File: src/rtl/risc_pkg.sv
// risc_pkg: shared constants for the Simple RISC Machine controller.
// Holds opcode values, ALU operation codes (same encoding as the ALU),
// writeback select codes, the controller state enum and a sign-extend helper.
package risc_pkg;

  // Major opcodes (IR[15:13])
  localparam logic [2:0] OPC_MOV = 3'b110;
  localparam logic [2:0] OPC_ALU = 3'b101;

  // Minor op field values for the MOV opcode (IR[12:11])
  localparam logic [1:0] MOV_OP_REG = 2'b00;
  localparam logic [1:0] MOV_OP_IMM = 2'b10;

  // ALU operation codes; the ALU opcode's op field uses the same values
  localparam logic [1:0] ALU_ADD  = 2'b00;
  localparam logic [1:0] ALU_SUB  = 2'b01;
  localparam logic [1:0] ALU_AND  = 2'b10;
  localparam logic [1:0] ALU_INVB = 2'b11;

  // Writeback select
  localparam logic [1:0] VSEL_C   = 2'b00;
  localparam logic [1:0] VSEL_IMM = 2'b01;

  typedef enum logic [2:0] {
    S_WAIT      = 3'd0,
    S_DECODE    = 3'd1,
    S_GETA      = 3'd2,
    S_GETB      = 3'd3,
    S_COMPUTE   = 3'd4,
    S_WRITE_REG = 3'd5,
    S_WRITE_IMM = 3'd6
  } state_t;

  // Sign-extend an 8-bit immediate to 16 bits
  function automatic logic [15:0] sext8(input logic [7:0] v);
    return {{8{v[7]}}, v};
  endfunction

endpackage

File: src/rtl/risc_instr_decode.sv
// risc_instr_decode: combinational field extractor and classifier.
// Ports:
//   i_ir         instruction register contents
//   o_opcode/o_op/o_rn/o_rd/o_sh/o_rm  raw fields
//   o_is_mov_imm MOV Rn,#imm8
//   o_is_mov_reg single-operand path (MOV Rd,Rm or MVN Rd,Rm): skips GetA
//   o_is_alu     two-operand path (ADD/CMP/AND): reads Rn then Rm
//   o_illegal    none of the above
//   o_sximm8     sign-extended IR[7:0]
module risc_instr_decode
  import risc_pkg::*;
(
  input  logic [15:0] i_ir,
  output logic [2:0]  o_opcode,
  output logic [1:0]  o_op,
  output logic [2:0]  o_rn,
  output logic [2:0]  o_rd,
  output logic [1:0]  o_sh,
  output logic [2:0]  o_rm,
  output logic        o_is_mov_imm,
  output logic        o_is_mov_reg,
  output logic        o_is_alu,
  output logic        o_illegal,
  output logic [15:0] o_sximm8
);

  logic w_opc_mov;
  logic w_opc_alu;

  assign o_opcode = i_ir[15:13];
  assign o_op     = i_ir[12:11];
  assign o_rn     = i_ir[10:8];
  assign o_rd     = i_ir[7:5];
  assign o_sh     = i_ir[4:3];
  assign o_rm     = i_ir[2:0];
  assign o_sximm8 = sext8(i_ir[7:0]);

  assign w_opc_mov = (o_opcode == OPC_MOV);
  assign w_opc_alu = (o_opcode == OPC_ALU);

  assign o_is_mov_imm = w_opc_mov && (o_op == MOV_OP_IMM);
  assign o_is_mov_reg = (w_opc_mov && (o_op == MOV_OP_REG)) ||
                        (w_opc_alu && (o_op == ALU_INVB));
  assign o_is_alu     = w_opc_alu && (o_op != ALU_INVB);
  assign o_illegal    = !(o_is_mov_imm || o_is_mov_reg || o_is_alu);

endmodule

File: src/rtl/risc_controller.sv
// risc_controller: multi-cycle control FSM for the 16-bit Simple RISC datapath.
// Accepts one instruction per Start/Done handshake, sequences register-file
// reads/writes and the A/B/C/status load strobes, and drives AluOp/Shift.
// All outputs are Moore, decoded from the state and IR registers only.
// Ports:
//   clk, ResetN               clock, async active-low reset
//   Start, Instr              instruction launch (sampled only in Wait)
//   AluZero/AluOvf/AluSign    ALU flags, latched on CMP
//   ReadNum/WriteNum/Write    register-file control
//   LoadA/LoadB/LoadC/LoadS   datapath load strobes
//   AselZero/Vsel/Shift/AluOp datapath selects
//   Sximm8                    sign-extended IR[7:0]
//   Busy/Done/Err             handshake and illegal-instruction flag
//   StatusZ/StatusV/StatusN   registered status flags
module risc_controller
  import risc_pkg::*;
#(
  parameter int InstrWidth = 16,
  parameter int RegBits    = 3
) (
  input  logic                  clk,
  input  logic                  ResetN,
  input  logic                  Start,
  input  logic [InstrWidth-1:0] Instr,
  input  logic                  AluZero,
  input  logic                  AluOvf,
  input  logic                  AluSign,
  output logic [RegBits-1:0]    ReadNum,
  output logic [RegBits-1:0]    WriteNum,
  output logic                  Write,
  output logic                  LoadA,
  output logic                  LoadB,
  output logic                  LoadC,
  output logic                  LoadS,
  output logic                  AselZero,
  output logic [1:0]            Vsel,
  output logic [1:0]            Shift,
  output logic [1:0]            AluOp,
  output logic [InstrWidth-1:0] Sximm8,
  output logic                  Busy,
  output logic                  Done,
  output logic                  Err,
  output logic                  StatusZ,
  output logic                  StatusV,
  output logic                  StatusN
);

  state_t                r_state;
  state_t                w_next_state;
  logic [InstrWidth-1:0] r_ir;

  logic [2:0]  w_opcode;
  logic [1:0]  w_op;
  logic [2:0]  w_rn;
  logic [2:0]  w_rd;
  logic [1:0]  w_sh;
  logic [2:0]  w_rm;
  logic        w_is_mov_imm;
  logic        w_is_mov_reg;
  logic        w_is_alu;
  logic        w_illegal;
  logic        w_is_cmp;

  risc_instr_decode u_decode (
    .i_ir         (r_ir),
    .o_opcode     (w_opcode),
    .o_op         (w_op),
    .o_rn         (w_rn),
    .o_rd         (w_rd),
    .o_sh         (w_sh),
    .o_rm         (w_rm),
    .o_is_mov_imm (w_is_mov_imm),
    .o_is_mov_reg (w_is_mov_reg),
    .o_is_alu     (w_is_alu),
    .o_illegal    (w_illegal),
    .o_sximm8     (Sximm8)
  );

  // CMP is the ALU opcode with the subtract op; it ends in Compute
  assign w_is_cmp = (w_opcode == OPC_ALU) && (w_op == ALU_SUB);
  assign Busy     = (r_state != S_WAIT);

  // State register and IR capture; IR is only loaded when Start is accepted
  always_ff @(posedge clk or negedge ResetN) begin
    if (!ResetN) begin
      r_state <= S_WAIT;
      r_ir    <= {InstrWidth{1'b0}};
    end else begin
      r_state <= w_next_state;
      if ((r_state == S_WAIT) && Start) begin
        r_ir <= Instr;
      end else begin
        r_ir <= r_ir;
      end
    end
  end

  // Status flags follow the ALU only on the CMP compute edge
  always_ff @(posedge clk or negedge ResetN) begin
    if (!ResetN) begin
      StatusZ <= 1'b0;
      StatusV <= 1'b0;
      StatusN <= 1'b0;
    end else if (LoadS) begin
      StatusZ <= AluZero;
      StatusV <= AluOvf;
      StatusN <= AluSign;
    end else begin
      StatusZ <= StatusZ;
      StatusV <= StatusV;
      StatusN <= StatusN;
    end
  end

  // Next-state logic
  always_comb begin
    w_next_state = r_state;
    case (r_state)
      S_WAIT: begin
        if (Start) begin
          w_next_state = S_DECODE;
        end else begin
          w_next_state = S_WAIT;
        end
      end
      S_DECODE: begin
        if (w_is_mov_imm) begin
          w_next_state = S_WRITE_IMM;
        end else if (w_is_mov_reg) begin
          w_next_state = S_GETB;
        end else if (w_is_alu) begin
          w_next_state = S_GETA;
        end else begin
          w_next_state = S_WAIT;
        end
      end
      S_GETA:      w_next_state = S_GETB;
      S_GETB:      w_next_state = S_COMPUTE;
      S_COMPUTE: begin
        if (w_is_cmp) begin
          w_next_state = S_WAIT;
        end else begin
          w_next_state = S_WRITE_REG;
        end
      end
      S_WRITE_REG: w_next_state = S_WAIT;
      S_WRITE_IMM: w_next_state = S_WAIT;
      default:     w_next_state = S_WAIT;
    endcase
  end

  // Moore output decode from state and IR
  always_comb begin
    ReadNum  = {RegBits{1'b0}};
    WriteNum = {RegBits{1'b0}};
    Write    = 1'b0;
    LoadA    = 1'b0;
    LoadB    = 1'b0;
    LoadC    = 1'b0;
    LoadS    = 1'b0;
    AselZero = 1'b0;
    Vsel     = VSEL_C;
    Shift    = 2'b00;
    AluOp    = ALU_ADD;
    Done     = 1'b0;
    Err      = 1'b0;
    case (r_state)
      S_WAIT: begin
        Done = 1'b0;
      end
      S_DECODE: begin
        if (w_illegal) begin
          Done = 1'b1;
          Err  = 1'b1;
        end else begin
          Done = 1'b0;
        end
      end
      S_GETA: begin
        ReadNum = w_rn;
        LoadA   = 1'b1;
      end
      S_GETB: begin
        ReadNum = w_rm;
        LoadB   = 1'b1;
      end
      S_COMPUTE: begin
        Shift = w_sh;
        if (w_opcode == OPC_ALU) begin
          // ALU op field already matches the ALU's own encoding
          AluOp = w_op;
          if (w_is_cmp) begin
            LoadS = 1'b1;
            Done  = 1'b1;
          end else begin
            LoadC = 1'b1;
          end
        end else begin
          // MOV Rd,Rm is computed as 0 + shifted Rm
          AluOp    = ALU_ADD;
          AselZero = 1'b1;
          LoadC    = 1'b1;
        end
      end
      S_WRITE_REG: begin
        Write    = 1'b1;
        WriteNum = w_rd;
        Vsel     = VSEL_C;
        Done     = 1'b1;
      end
      S_WRITE_IMM: begin
        Write    = 1'b1;
        WriteNum = w_rn;
        Vsel     = VSEL_IMM;
        Done     = 1'b1;
      end
      default: begin
        Done = 1'b0;
      end
    endcase
  end

endmodule

File: config.mk
export PLATFORM = sky130hd
export DESIGN_NAME = risc_controller
export DESIGN_NICKNAME = d
export VERILOG_FILES = /design/src/rtl/risc_pkg.sv /design/src/rtl/risc_instr_decode.sv /design/src/rtl/risc_controller.sv
export SDC_FILE = /design/constraint.sdc
export NUM_CORES = 1
export LEC_CHECK = 0
export CORE_MARGIN = 2
export CORE_UTILIZATION = 30
export CTS_CLUSTER_SIZE = 24
export DETAILED_ROUTE_END_ITERATION = 7
export MAX_ROUTING_LAYER = met4
export SLEW_MARGIN = 20
export SYNTH_ARGS = -nofsm -noshare
export SYNTH_HDL_FRONTEND = slang
export SYNTH_SLANG_ARGS = --single-unit
File: constraint.sdc
create_clock -name clk -period 3.6 [get_ports clk]
set_input_delay 0.54 -clock clk [delete_from_list [all_inputs] [get_ports clk]]
set_output_delay 0.54 -clock clk [all_outputs]
set_load 0.05 [all_outputs]
# Word level (Yosys, flattened, before mapping)
# Index checks and enable logic that the tools add are counted.
[classes]
n_addsub = 0
multipliers = 0
div = 0
magnitude_cmp = 0
eq_ne = 12
n_shift = 0
muxes = 26
bitwise = 0
n_reduce_logical = 13
[op_table]
columns = ["operator", "count"]
rows = [
  ["$eq 3x3->1 const B", 5],
  ["$mux 1", 15],
  ["$pmux 3 s5", 1],
  ["$pmux 3 s2", 2],
  ["$mux 2", 5],
  ["$eq 3x2->1 const B", 2],
  ["$logic_and 1x1->1", 6],
  ["$mux 3", 2],
  ["$eq 2x2->1 const B", 2],
  ["$eq 3x1->1 const B", 1],
  ["$logic_not 3->1", 1],
  ["$logic_or 1x1->1", 3],
  ["$pmux 1 s3", 1],
  ["$reduce_bool 3->1", 1],
  ["$eq 2x1->1 const B", 1],
  ["$logic_not 2->1", 1],
  ["$ne 2x2->1 const B", 1],
  ["$reduce_or 2->1", 1],
]
[word_totals]
regBits = 22
latchBits = 0
ramBits = 0
rom_bits = 0
inputBits = 22
mem_count = 0

# Depth between registers and ports, before layout
[depth]
word_depth = 7
depth_mapped = 5

# Cells and area by module
# Synthesis repeated with hierarchy kept, for this count alone.
[unflattened]
hier_cells = 129
area_unflattened_um2 = 1410.1
[modules_own_cells]
columns = ["mod", "n_inst", "cells_per_inst", "area_each_um2", "seq_area_each_um2"]
rows = [
  ["risc_controller", 1, 89, 1107.3, 550.5],
  ["risc_instr_decode", 1, 40, 302.8, 0.0],
]

# Worst setup path after synthesis
# No wires, ideal clock.
[synth_timing]
path_kind = "reg-to-output"
start = "register r_state[1]"
end = "output port ReadNum[0]"
arrival_time_ns = 2.403
path_slack_ns = 0.657
stages_incl_launch_ff = 5
n_path_buf = 1
path_cell_list = "dfrtp_1 buf_4 inv_1 nor3_1 a22o_1"
[synth_between]
elab_chain_len = 2
word_cells_on_any_way = 3
classes_between = "eq/ne: 2; mux: 1"
[synth_lines]
columns = ["element", "line_no", "rtl"]
rows = [
  ["from (decl)", "risc_controller.sv:48", "state_t r_state;"],
  ["from (signal assigned)", "risc_controller.sv:89", "r_state <= w_next_state;"],
  ["$eq 3x2->1", "risc_controller.sv:167", "case (r_state)"],
  ["$pmux 3 s2 *", "risc_controller.sv:167", ""],
  ["to (decl)", "risc_controller.sv:28", "output logic [RegBits-1:0] ReadNum,"],
]
# Mark *: on every way between the ends. The rest lies on a longest branch, timed or not.

# Worst setup path in the final report
# Same ends and word-level chain as after synthesis.

==> impl_metrics.toml <==
[floorplanning]
io_pins = 62
coreArea_mm2 = 0.00403
die_w_um = 68.8
die_h_um = 68.8
dieArea_mm2 = 0.00474
placement_rows = 23
initial_core_util_pct = 31.3

[setup_path]
worstSetupEndpointType = "output port"
crit_type = "register to output port"
cp_slowest_cell = "clkdlybuf4s50_1"
rr_endpoint = "r_ir[0]"
cp_cell_sequence = "inv_1 > nor3_1 > a22o_1 > clkdlybuf4s50_1"
critPathLaunch = "r_state[1]"
cp.required_ns = 3.06
cp_max_fo = 10
reg2reg_depth = 3
cpPeakStageDelay_ns = 0.80
startpoint_type = "register"
worstPathArrival_ns = 2.48
r2r_slack_ns = 1.72
r2r-start = "r_state[1]"

[global_route]
grt_max_degree = 23
grt_overflow = 0
grt_pass1_vias = 976
grt_pass1_wl_um = 4500
track_usage_pct = 13.2
antenna_found_initial = 0

[synth]
ys.warnings.count = 0
syn_inst = 114
syn_area_mm2 = 0.00126
synth-seq-cells = 22
syn_area_per_cell_um2 = 11.1
synth_seq_area_share_pct = 43.7
synth_fp_nets = 136
synthDistinctLibCells = 30

[clock_tree]
holdBufCountCts = 0
clk_pin_slew_ns = 0.08
cts_buffers = 3
clk_latency_ns = 0.26
cts.sinks = 22
cts_resized = 0
cts_max_level = 1
cts_tree = "yes"
cts_max_path_buffers = 2
post_cts_buffers = 0
clockRootBuffer = "clkbuf_8"

[placement]
port_buffers = 60
place_congestion = 0.773
dp.cells = 204
hpwl_um = 2300

[detailed_routing]
wirelength_um = 2920
drt-pass1-iter-count = 4
wl_per_cell_um = 14.1
num_vias = 980
via_per_inst = 4.73
drt.antenna.violating_nets = 0
drc = 0
drtIter0Drc = 43

[job]
maxCapViolCount = 0

[sta]
min_period_ns = 3.02
maxSlewHeadroom_pct = 60.1
setup_viol = 0
timing_hold_violations_final = 0
slew_viol_final = 0
skew_ns = 0.00426
finalCritPeriodShare_pct = 83.8
worstMarginPinSlew_ns = 0.595
rsz0062_at_grt = "false"
fin_tns_setup_ns = 0
max_freq_mhz = 332

[finish]
diodes = 0
layout.cells.most_common = "clkdlybuf4s50_1"
fin_cells = 207
area_growth_pct = 43.8
drive_gt1_share_pct = 16.6
mostFrequentLayoutCells = "clkdlybuf4s50_1, dfrtp_1, mux2_2"
final_nets = 181

[run_status]
status = "completed"

[hold_path]
hp-class = "primary input to asynchronous set/reset pin"
-- worst max-delay path by stage --
| stage | endpoint | slack (ns) | cells past startpoint |
|---|---|---|---|
| global route | ReadNum[0] | 0.38 | 4 |
| CTS | ReadNum[0] | 0.53 | 4 |
| floorplan | ReadNum[0] | 0.66 | 4 |
| detailed placement | ReadNum[0] | 0.85 | 4 |
| global placement | LoadS | 0.93 | 3 |
| finish | ReadNum[0] | 0.58 | 4 |
-- stage by stage --
stage / worst slack, ns / area [µm²] / utilization (%) / hold slack (ns)
after floorplan: 0.657 / 1260 / - / 0.244
after global placement: 0.931 / 1780 / 44.1 / 0.490
after detailed placement: 0.854 / 1780 / 44.1 / 0.506
after CTS: 0.534 / 1820 / 45.1 / 0.524
after global routing: 0.380 / 1810 / 45.0 / 0.272
final: 0.584 / 1810 / 45.0 / 0.241
-- sequential cells by signal, summed over array words and instances, names as in the netlist --
register / count
StatusV: 1
StatusN: 1
StatusZ: 1
r_ir: 16
r_state: 3
-- critical path: cells and delay by family, from the launching register on --
| kind | cells | cell delay, ns |
|---|---|---|
| buf+inv | 2 | 0.90 |
| flops | 1 | 0.54 |
| simple gates | 1 | 0.53 |
| compound gates | 1 | 0.24 |
-- Yosys cell counts (all sizes together) --
cell type	number	share of area (%)
or3b	1	0.89
a22oi	3	1.8
nor4b	1	1.9
o21bai	2	1.2
o211a	1	0.79
clkbuf	1	0.30
nor3b	1	0.60
inv	4	1.2
and3	2	0.99
conb	1	0.30
buf	20	12
a21oi	4	1.6
nor4bb	1	0.79
nor2b	7	3.5
nand2	1	0.30
o311ai	1	0.69
and2	1	0.50
a22o	3	2.1
nor3	4	2.5
o21ai	6	2.4
dfrtp	22	44
mux2	18	16
nor2	3	0.89
o21a	1	0.60
nand2b	3	1.5
nand3b	1	0.60
or3	1	0.50
-- area by class of cell --
type                            count  area [µm²]
Fill cell                         392        2220
Timing Repair Buffer               61         603
Sequential cell                    22         551
Multi-Input combinational cell     67         541
Tap cell                           50        62.6
Clock buffer                        3        41.3
Inverter                            4        15.0
-- cell families after synthesis --
kind of cell / Yosys count / share of synthesized area (%)
and+or+nand+nor: 27 / 15.4
buffers and inverters: 25 / 13.5
DFF: 22 / 43.7
AOI/OAI and AO/OA: 21 / 11.1
muxes: 18 / 16.1
other: 1 / 0.297
-- per-layer routing --
metal / vias to the layer above / share of wire [%] / global-route usage, %
met5: - / 0 / -
met4: 0 / 0.92 / 5.15
met3: 2 / 4.8 / 1.95
met2: 32 / 51 / 22.2
met1: 473 / 43 / 15.9
li1: 473 / - / -
Power is left out: the tool's default activity adds up to more than one toggle a clock period on the data nets, which glitch-free logic cannot reach.
